===== config.mk =====
export PLATFORM = sky130hd
export DESIGN_NAME = arbiter_n_to_1_request_scheduler
export DESIGN_NICKNAME = d
export VERILOG_FILES = /design/src/rtl/arbiter_n_to_1_request_scheduler_pkg.sv /design/src/rtl/arbiter_n_to_1_request_scheduler_round_robin_priority_select.sv /design/src/rtl/arbiter_n_to_1_request_scheduler.sv
export SDC_FILE = /design/constraint.sdc
export NUM_CORES = 1
export LEC_CHECK = 0
export CELL_PAD_IN_SITES_DETAIL_PLACEMENT = 0
export CELL_PAD_IN_SITES_GLOBAL_PLACEMENT = 2
export CORE_MARGIN = 4
export CORE_UTILIZATION = 23
export DETAILED_ROUTE_END_ITERATION = 16
export PLACE_DENSITY_LB_ADDON = 0.1
export SYNTH_ARGS = -nofsm -noshare
export SYNTH_HDL_FRONTEND = slang
export SYNTH_SLANG_ARGS = --single-unit

===== constraint.sdc =====
create_clock -name ap_clk -period 3 [get_ports ap_clk]
set_input_delay 0.9 -clock ap_clk [delete_from_list [all_inputs] [get_ports ap_clk]]
set_output_delay 0.9 -clock ap_clk [all_outputs]
set_load 0.05 [all_outputs]

===== src/rtl/arbiter_n_to_1_request_scheduler_pkg.sv =====
// rtl/arbiter_n_to_1_request_scheduler_pkg.sv - shared types for the N-to-1 request scheduler
// Contents: MemoryPacket (valid + payload), scheduler_state_t, default outstanding limit.
package arbiter_n_to_1_request_scheduler_pkg;

  localparam int PAYLOAD_WIDTH           = 32;
  localparam int MAX_OUTSTANDING_DEFAULT = 16;

  typedef struct packed {
    logic                     valid;
    logic [PAYLOAD_WIDTH-1:0] payload;
  } MemoryPacket;

  typedef enum logic [1:0] {
    SETUP,
    IDLE,
    GRANT,
    THROTTLE
  } scheduler_state_t;

endpackage


===== src/rtl/arbiter_n_to_1_request_scheduler_round_robin_priority_select.sv =====
// rtl/arbiter_n_to_1_request_scheduler_round_robin_priority_select.sv - round-robin one-hot picker
// Ports:
//   request_vec   in   N       candidate requests
//   pointer       in   PTR_W   highest-priority index this cycle
//   grant_onehot  out  N       one-hot winner (all zero when nothing requests)
//   grant_index   out  PTR_W   binary index of the winner
//   grant_valid   out  1       a winner exists
module round_robin_priority_select #(
  parameter int N     = 2,
  parameter int PTR_W = $clog2(N)
) (
  input  logic [N-1:0]     request_vec,
  input  logic [PTR_W-1:0] pointer,
  output logic [N-1:0]     grant_onehot,
  output logic [PTR_W-1:0] grant_index,
  output logic             grant_valid
);

  // Scan from pointer upward, wrapping at N; the extra bit in cand keeps
  // pointer+offset from overflowing before the wrap is applied.
  always_comb begin
    logic [PTR_W:0] cand;
    cand         = '0;
    grant_onehot = '0;
    grant_index  = '0;
    grant_valid  = 1'b0;
    for (int off = 0; off < N; off++) begin
      cand = {1'b0, pointer} + (PTR_W+1)'(off);
      if (cand >= (PTR_W+1)'(N)) cand = cand - (PTR_W+1)'(N);
      if (!grant_valid && request_vec[cand[PTR_W-1:0]]) begin
        grant_valid                     = 1'b1;
        grant_index                     = cand[PTR_W-1:0];
        grant_onehot[cand[PTR_W-1:0]]   = 1'b1;
      end
    end
  end

endmodule


===== src/rtl/arbiter_n_to_1_request_scheduler.sv =====
// rtl/arbiter_n_to_1_request_scheduler.sv - N-to-1 round-robin memory request scheduler
// Optional feature macro: ARBITER_OUTSTANDING_LIMIT_EN (outstanding-count limit and retire tracking).
// Ports:
//   ap_clk                 in   1        clock, rising edge
//   areset                 in   1        asynchronous active-high reset
//   request_in             in   N x MemoryPacket  per-requester packet
//   request_ready_out      out  N        one-hot grant (packet consumed when valid & ready)
//   downstream_ready_in    in   1        memory channel can accept
//   response_retire_in     in   1        one response returned
//   request_out            out  MemoryPacket  registered winning packet, valid one cycle after accept
//   outstanding_count_out  out  clog2(MAX)+1  in-flight request count
//   fifo_setup_signal      out  1        high during post-reset setup
module arbiter_n_to_1_request_scheduler
  import arbiter_n_to_1_request_scheduler_pkg::*;
#(
  parameter int NUM_MEMORY_REQUESTOR = 2,
  parameter int MAX_OUTSTANDING      = MAX_OUTSTANDING_DEFAULT,
  parameter int SETUP_CYCLES         = 8
) (
  input  logic                                 ap_clk,
  input  logic                                 areset,
  input  MemoryPacket [NUM_MEMORY_REQUESTOR-1:0] request_in,
  output logic [NUM_MEMORY_REQUESTOR-1:0]      request_ready_out,
  input  logic                                 downstream_ready_in,
  input  logic                                 response_retire_in,
  output MemoryPacket                          request_out,
  output logic [$clog2(MAX_OUTSTANDING):0]     outstanding_count_out,
  output logic                                 fifo_setup_signal
);

  localparam int N       = NUM_MEMORY_REQUESTOR;
  localparam int PTR_W   = $clog2(N);
  localparam int CNT_W   = $clog2(MAX_OUTSTANDING) + 1;
  localparam int SETUP_W = $clog2(SETUP_CYCLES + 1);

  scheduler_state_t         state;
  logic [PTR_W-1:0]         pointer;
  logic [SETUP_W-1:0]       setup_count;
  logic                     out_valid;
  logic [PAYLOAD_WIDTH-1:0] out_payload;

  logic [N-1:0]     valid_vec;
  logic             any_valid;
  logic             headroom;
  logic             limit_next;
  logic             grant_enable;
  logic [N-1:0]     grant_onehot;
  logic [PTR_W-1:0] grant_index;
  logic             accept;

  always_comb begin
    valid_vec = '0;
    for (int i = 0; i < N; i++) valid_vec[i] = request_in[i].valid;
  end

  assign any_valid    = |valid_vec;
  assign grant_enable = (state == GRANT) && downstream_ready_in && headroom;

  round_robin_priority_select #(
    .N     (N),
    .PTR_W (PTR_W)
  ) u_rr_select (
    .request_vec  (valid_vec & {N{grant_enable}}),
    .pointer      (pointer),
    .grant_onehot (grant_onehot),
    .grant_index  (grant_index),
    .grant_valid  (accept)
  );

  // Ready is only raised toward a valid requester, so any grant is an accept.
  assign request_ready_out = grant_onehot;

`ifdef ARBITER_OUTSTANDING_LIMIT_EN
  logic [CNT_W-1:0] count;
  logic [CNT_W-1:0] count_next;
  logic             retire_eff;

  // A retire with nothing outstanding is spurious and must not wrap the count.
  assign retire_eff = response_retire_in && (count != '0);
  assign count_next = count + CNT_W'(accept) - CNT_W'(retire_eff);
  assign headroom   = count < CNT_W'(MAX_OUTSTANDING);
  assign limit_next = count_next >= CNT_W'(MAX_OUTSTANDING);

  always_ff @(posedge ap_clk or posedge areset) begin
    if (areset) count <= '0;
    else        count <= count_next;
  end

  assign outstanding_count_out = count;
`else
  logic unused_retire;
  assign unused_retire         = response_retire_in;
  assign headroom              = 1'b1;
  assign limit_next            = 1'b0;
  assign outstanding_count_out = '0;
`endif

  always_ff @(posedge ap_clk or posedge areset) begin
    if (areset) begin
      state             <= SETUP;
      pointer           <= '0;
      setup_count       <= '0;
      fifo_setup_signal <= 1'b1;
      out_valid         <= 1'b0;
    end else begin
      out_valid <= accept;
      if (accept) pointer <= (grant_index == PTR_W'(N-1)) ? '0 : grant_index + 1'b1;
      case (state)
        SETUP: begin
          setup_count <= setup_count + 1'b1;
          if (setup_count == SETUP_W'(SETUP_CYCLES-1)) begin
            state             <= IDLE;
            fifo_setup_signal <= 1'b0;
          end
        end
        IDLE: begin
          if (any_valid && downstream_ready_in && headroom) state <= GRANT;
        end
        GRANT: begin
          if (!downstream_ready_in || limit_next) state <= THROTTLE;
          else if (!any_valid)                     state <= IDLE;
        end
        THROTTLE: begin
          if (downstream_ready_in && headroom) state <= IDLE;
        end
        default: state <= SETUP;
      endcase
    end
  end

  // Payload needs no reset: it is only observed while out_valid is set.
  always_ff @(posedge ap_clk) begin
    if (accept) out_payload <= request_in[grant_index].payload;
  end

  assign request_out = {out_valid, out_payload};

endmodule


==> results.toml, run 1 <==
[finish]
fillCellCount = 749
seqCellArea_sq_mm = 0.00119
final_cell_mix = "clkdlybuf4s50_1 (102), edfxtp_1 (32), mux2_2 (29), dfrtp_1 (8), buf_4 (6)"
stdcell_area_sq_mm = 0.00319
syn_to_final_growth_pct = 68.0
layout-drive-gt1-share_pct = 21.1
final_common_cell = "clkdlybuf4s50_1"
final_nets = 306
multiInputGateArea_sq_um = 646
antennaDiodeCount = 0

[global_routing]
antenna_found_initial = 0
grt_pass1_wl_mm = 7.78
overflow = 0
grt_pass1_vias = 1479
grt_max_degree = 30
track_usage_pct = 10.0

[setup_path]
cp_max_fo = 4
worstSetupPathType = "in -> out"
critical_path.slowest_cell = "clkdlybuf4s50_1"
cp.required_ns = 2.10
cp-start-kind = "input pin"
max_stage_delay_ns = 0.58
cp.arrival_ns = 2.00
worstPathCellList = "clkdlybuf4s50_1 > nor2_1 > nor3_2 > buf_4"
worstSetupEndpointType = "output pin"

[cts]
cts_buffers = 5
post_cts_resized = 0
htree_num_levels = 2
cts_sinks = 41
clk_latency_ns = 0.29
holdBufCountCts = 0
cts_tree = "done"
cts_root_buf = "clkbuf_8"
cts.path.max_buffers = 2
clkTransAtPathRegs_ns = 0.08
postCtsSetupBuffers = 0

[die]
core.rowCount = 32
die_h_um = 98.9
start_util_pct = 24.1
core_area_sq_mm = 0.00789
pin_count = 111
die-area_sq_mm = 0.00978
die_x_um = 98.9

[power]
swShare_pct = 30.7
power_frac_clock_pct = 25.1
p_int_w = 0.00121
p_sw_w = 0.000538
leakage_nw = 1.15
comb_power_share_pct = 31.6
power.density_mw_per_mm2 = 548
pwr-share-seq_pct = 43.3
vdd_drop_max_mv = 0.206

[logic_synthesis]
ys_warn_count = 0
ys_top_cells_by_area = "edfxtp_1 (51%), mux2_2 (17%), dfrtp_1 (11%)"
synth-main-ff-cell = "edfxtp_1"
async_reset_ff_share_pct = 22.0
syn_area_sq_mm = 0.00190
synth_edf_count = 32
ys_ff_latch = 41
avgSynthCellArea_sq_um = 16.0
ys_types = 28
synth.yosys.seq_area_share_pct = 62.5
syn_inst = 119
netlist.area_leader.share_pct = 50.6
yosysTopAreaCell = "edfxtp_1"

[timing]
final_hold_viol_count = 0
setup_viol = 0
skew_ns = 0.00568
tightestPinTransition_ns = 0.534
fin_crit_sh_pct = 96.7
period_needed_ns = 2.90
relSlewSlack_pct = 64.3
drv_slew = 0
fmax_ghz = 0.345
rsz0062_at_grt = "no"
timing.setup.tns_ns = 0

[placement]
dpl_cell_area_sq_mm = 0.00308
port_buffers = 104
dp_hpwl_mm = 3.88
gp_congestion = 0.778

[drt]
drt_iter0_drc = 28
wirelength_mm = 4.94
via_per_inst = 4.04
wire_per_inst_um = 14.8
postRouteAntennaNets = 0
drc = 0
vias = 1351
dr.pass1.iters = 4

[outcome]
status = "complete, no violations"

[min_path]
hp-class = "reg -> reg"

[run]
cap_violations = 0
## stage by stage
step	cells	power [W]	hold slack, ns	util (%)	setup slack [ns]
6_report	334	0.00175	0.495	40.5	0.0987
5_1_grt	334	0.00186	0.507	40.5	0.0213
4_1_cts	334	0.00178	0.497	40.5	0.0789
3_5_place_dp	326	0.00133	0.484	39.1	0.0870
3_3_place_gp	326	0.00130	0.468	39.1	0.0981
2_1_floorplan	123	0.00112	0.450	-	0.220
## per-layer routing
layer	vias up	wire length (um)	part of all wire, %	track usage, %
met3	2	511	10	3.96
met2	68	2470	50	17.4
met1	629	1950	39	11.4
met5	-	0	0	0
li1	652	-	-	-
met4	0	12	0.24	2.52
## kinds of logic after synthesis
| group | synth area share, % |
|---|---|
| flops | 62.5 |
| mux | 20.6 |
| simple gates | 5.27 |
| buf+inv | 4.94 |
| fa+ha+maj | 3.29 |
| compound gates | 1.78 |
| xor+xnor | 1.38 |
| other cells | 0.197 |
## Yosys cell counts, drive strengths merged, types with 2 or more instances
library cell  count
mux2i             2
edfxtp           32
nand2             4
buf               9
nand3             2
o21ai             2
inv               4
mux2             33
ha                5
xnor2             2
nor2              2
nor3              2
dfrtp             8
## final cells by class
type	instances	share of cell area (%)
clock buffers	5	2.16
clock inverters	3	1.29
inverters	4	0.470
multi-input cells	69	20.2
well taps	102	4.00
repair buffers	110	34.7
flip-flops and latches	41	37.2
## power by group through the flow
stage	logic (W)	registers, W	clock network, W
after floorplan	0.000258	0.000859	0
after global placement	0.000542	0.000762	0
after detailed placement	0.000563	0.000768	0
after CTS	0.000562	0.000758	0.000463
after global routing	0.000609	0.000768	0.000484
final	0.000553	0.000757	0.000439
## path summary, 6_finish.rpt
| path | startpoint | to | slack [ns] | cells past startpoint |
|---|---|---|---|---|
| setup / recovery | request_in[32] | request_ready_out[0] | 0.1 | 4 |
| hold / removal | fifo_setup_signal | fifo_setup_signal | 0.49 | 1 |
| setup reg to reg | state[0] | out_payload[14] | 0.77 | 7 |
| hold reg to reg | fifo_setup_signal | fifo_setup_signal | 0.49 | 1 |
| max in group asynchronous | areset | fifo_setup_signal | 1.83 | 2 |
| min in group asynchronous | areset | state[1] | 0.87 | 2 |
## state kept, by name, summed over array words and instances, names as in the netlist
name,flops
out_payload,32
setup_count,4
fifo_setup_signal,1
pointer,1
out_valid,1
state,2
## worst max-delay path, delay by kind of cell
kind	cells	cell delay (ns)
AND/OR/NAND/NOR	2	0.30
buffers and inverters	2	0.80
Note: power is estimated with default switching activity, not from simulation.
==> run 2, diff against run 1 <==
ABC_CLOCK_PERIOD_IN_PS = 3000   (was unset)
==> results of run 2 <==
The final DEF is identical to that of run 1; final timing and power are the same.
==> variant (settings of run 1) <==
Set the parameter `SETUP_CYCLES` to 4 (it was 8).
--- a/src/rtl/arbiter_n_to_1_request_scheduler.sv
+++ b/src/rtl/arbiter_n_to_1_request_scheduler.sv
@@ -17,3 +17,3 @@
   parameter int MAX_OUTSTANDING      = MAX_OUTSTANDING_DEFAULT,
-  parameter int SETUP_CYCLES         = 8
+  parameter int SETUP_CYCLES         = 4
 ) (
Check against the original RTL: not equivalent (Yosys sat finds a counterexample within 10 cycles, from zero or initial values and one cycle with areset high).
==> variant against run 1 <==
Synthesized cell count down 4.2%; clock power is 2% lower; worst setup slack about the same; area after synthesis fell by 2.4%; routed wire length grew 0.57%; core utilization fell by 0.083 points; sequential cell count shrank 1; cell area fell by 1.7%; clock skew increased by 0.0023 ns; combinational power rose by 2%; power decreased by 2.0%; largest power group unchanged.
==> variant: results <==
<?xml version="1.0" encoding="UTF-8"?>
<metrics>
  <group name="outcome">
    <metric name="status" unit="">finished, final reports clean</metric>
  </group>
  <group name="synthesis">
    <metric name="post_synth_xor_area_fraction" unit="">0.00473</metric>
    <metric name="synthesized_area_fraction_occupied_by_ao_oa_aoi_and_oai_cells" unit="">0.0398</metric>
    <metric name="most_common_library_cells_after_synthesis" unit="">edfxtp_1 (32), mux2_2 (31), dfrtp_1 (7)</metric>
    <metric name="synthTopCellsByArea" unit="">edfxtp_1 (52%), mux2_2 (19%), dfrtp_1 (9.5%), ha_1 (4.1%), buf_4 (2.4%)</metric>
    <metric name="synth_mux_area_frac" unit="">0.206</metric>
    <metric name="seq_area_frac_synth" unit="">0.627</metric>
    <metric name="yosys.cell_types.count" unit="">23</metric>
  </group>
  <group name="routing">
    <metric name="wirelength" unit="microns">4970</metric>
    <metric name="detailedRoute.firstPassIterationCount" unit="">4</metric>
    <metric name="wl_met2" unit="microns">2620</metric>
    <metric name="drt_first_iter_violations" unit="">10</metric>
    <metric name="dr_wl_met3" unit="microns">404</metric>
    <metric name="overall_via_count_from_detail_route" unit="">1341</metric>
    <metric name="detailed_routing_wirelength_on_met1" unit="microns">1930</metric>
  </group>
  <group name="finish">
    <metric name="share_of_layout_cells_above_drive_strength_1" unit="">0.220</metric>
    <metric name="n_fill_cell" unit="">751</metric>
    <metric name="fin_nets" unit="">302</metric>
  </group>
  <group name="setup_path">
    <metric name="critical_path.max_stage_delay" unit="ns">0.51</metric>
  </group>
  <group name="clocking">
    <metric name="cts_num_sinks" unit="">40</metric>
  </group>
  <group name="grt">
    <metric name="grt_busiest_layer" unit="">met2</metric>
    <metric name="grt_util_all_layers" unit="">0.103</metric>
    <metric name="grt_start_max_net_pins" unit="">36</metric>
    <metric name="grt_pass1_vias" unit="">1457</metric>
    <metric name="use_met2" unit="">0.188</metric>
    <metric name="globalRouteMet3Util" unit="">0.0371</metric>
  </group>
  <group name="sta">
    <metric name="worst_pin_slew" unit="ns">0.530</metric>
    <metric name="final.setup_skew" unit="ns">0.00798</metric>
  </group>
  <group name="placed_design">
    <metric name="place.gp.congestion" unit="">0.765</metric>
    <metric name="dpl-instance-area" unit="sq um">3020</metric>
    <metric name="dpl.hpwl" unit="microns">3910</metric>
  </group>
  <group name="power">
    <metric name="static-leakage-power" unit="nW">1.14</metric>
    <metric name="worst_supply_voltage_drop_on_vdd" unit="mV">0.201</metric>
  </group>
</metrics>
==> variant: layout make-up <==
class	instances	share of cell area
Tap cell	102	0.0407
Clock inverter	3	0.0120
Multi-Input combinational cell	64	0.196
Timing Repair Buffer	110	0.353
Sequential cell	40	0.371
Inverter	5	0.00598
Clock buffer	5	0.0219
==> variant: power breakdown <==
part           switching [mW]  leakage [nW]  internal (mW)
clock network           0.187        0.0532          0.243
registers              0.0368         0.385          0.685
logic                   0.298         0.701          0.265
==> variant: metrics by stage <==
step	util	std cells	hold slack, ns	power, mW	setup slack, ns
floorplan	-	118	0.445	1.08	0.138
global placement	0.389	320	0.458	1.26	0.0828
detailed placement	0.389	320	0.475	1.30	0.0563
CTS	0.403	328	0.488	1.74	0.0530
global route	0.404	329	0.503	1.81	0.0292
finish	0.404	329	0.486	1.71	0.0982
==> variant: what timing repair did <==
item / 4_1_cts / 5_1_grt
hold buffers: 0 / 0
gates resized for setup: 0 / 0
hold endpoints to repair: 0 / 0
buffers inserted: 0 / 1
endpoints found under the setup margin: 0 / 1
==> variant: path summary, 6_finish.rpt <==
check	slack, ns	depth (start not counted)	start	end
worst max-delay path	0.1	5	downstream_ready_in	request_ready_out[0]
worst min-delay path	0.49	1	fifo_setup_signal$_DFFE_PP1P_	fifo_setup_signal$_DFFE_PP1P_
worst max register to register	0.81	7	state[0]$_DFFE_PP0P_	out_payload[9]$_DFFE_PP_
worst min register to register	0.49	1	fifo_setup_signal$_DFFE_PP1P_	fifo_setup_signal$_DFFE_PP1P_
max in group asynchronous	1.86	2	areset	fifo_setup_signal$_DFFE_PP1P_
min in group asynchronous	0.86	2	areset	setup_count[1]$_DFFE_PP0N_
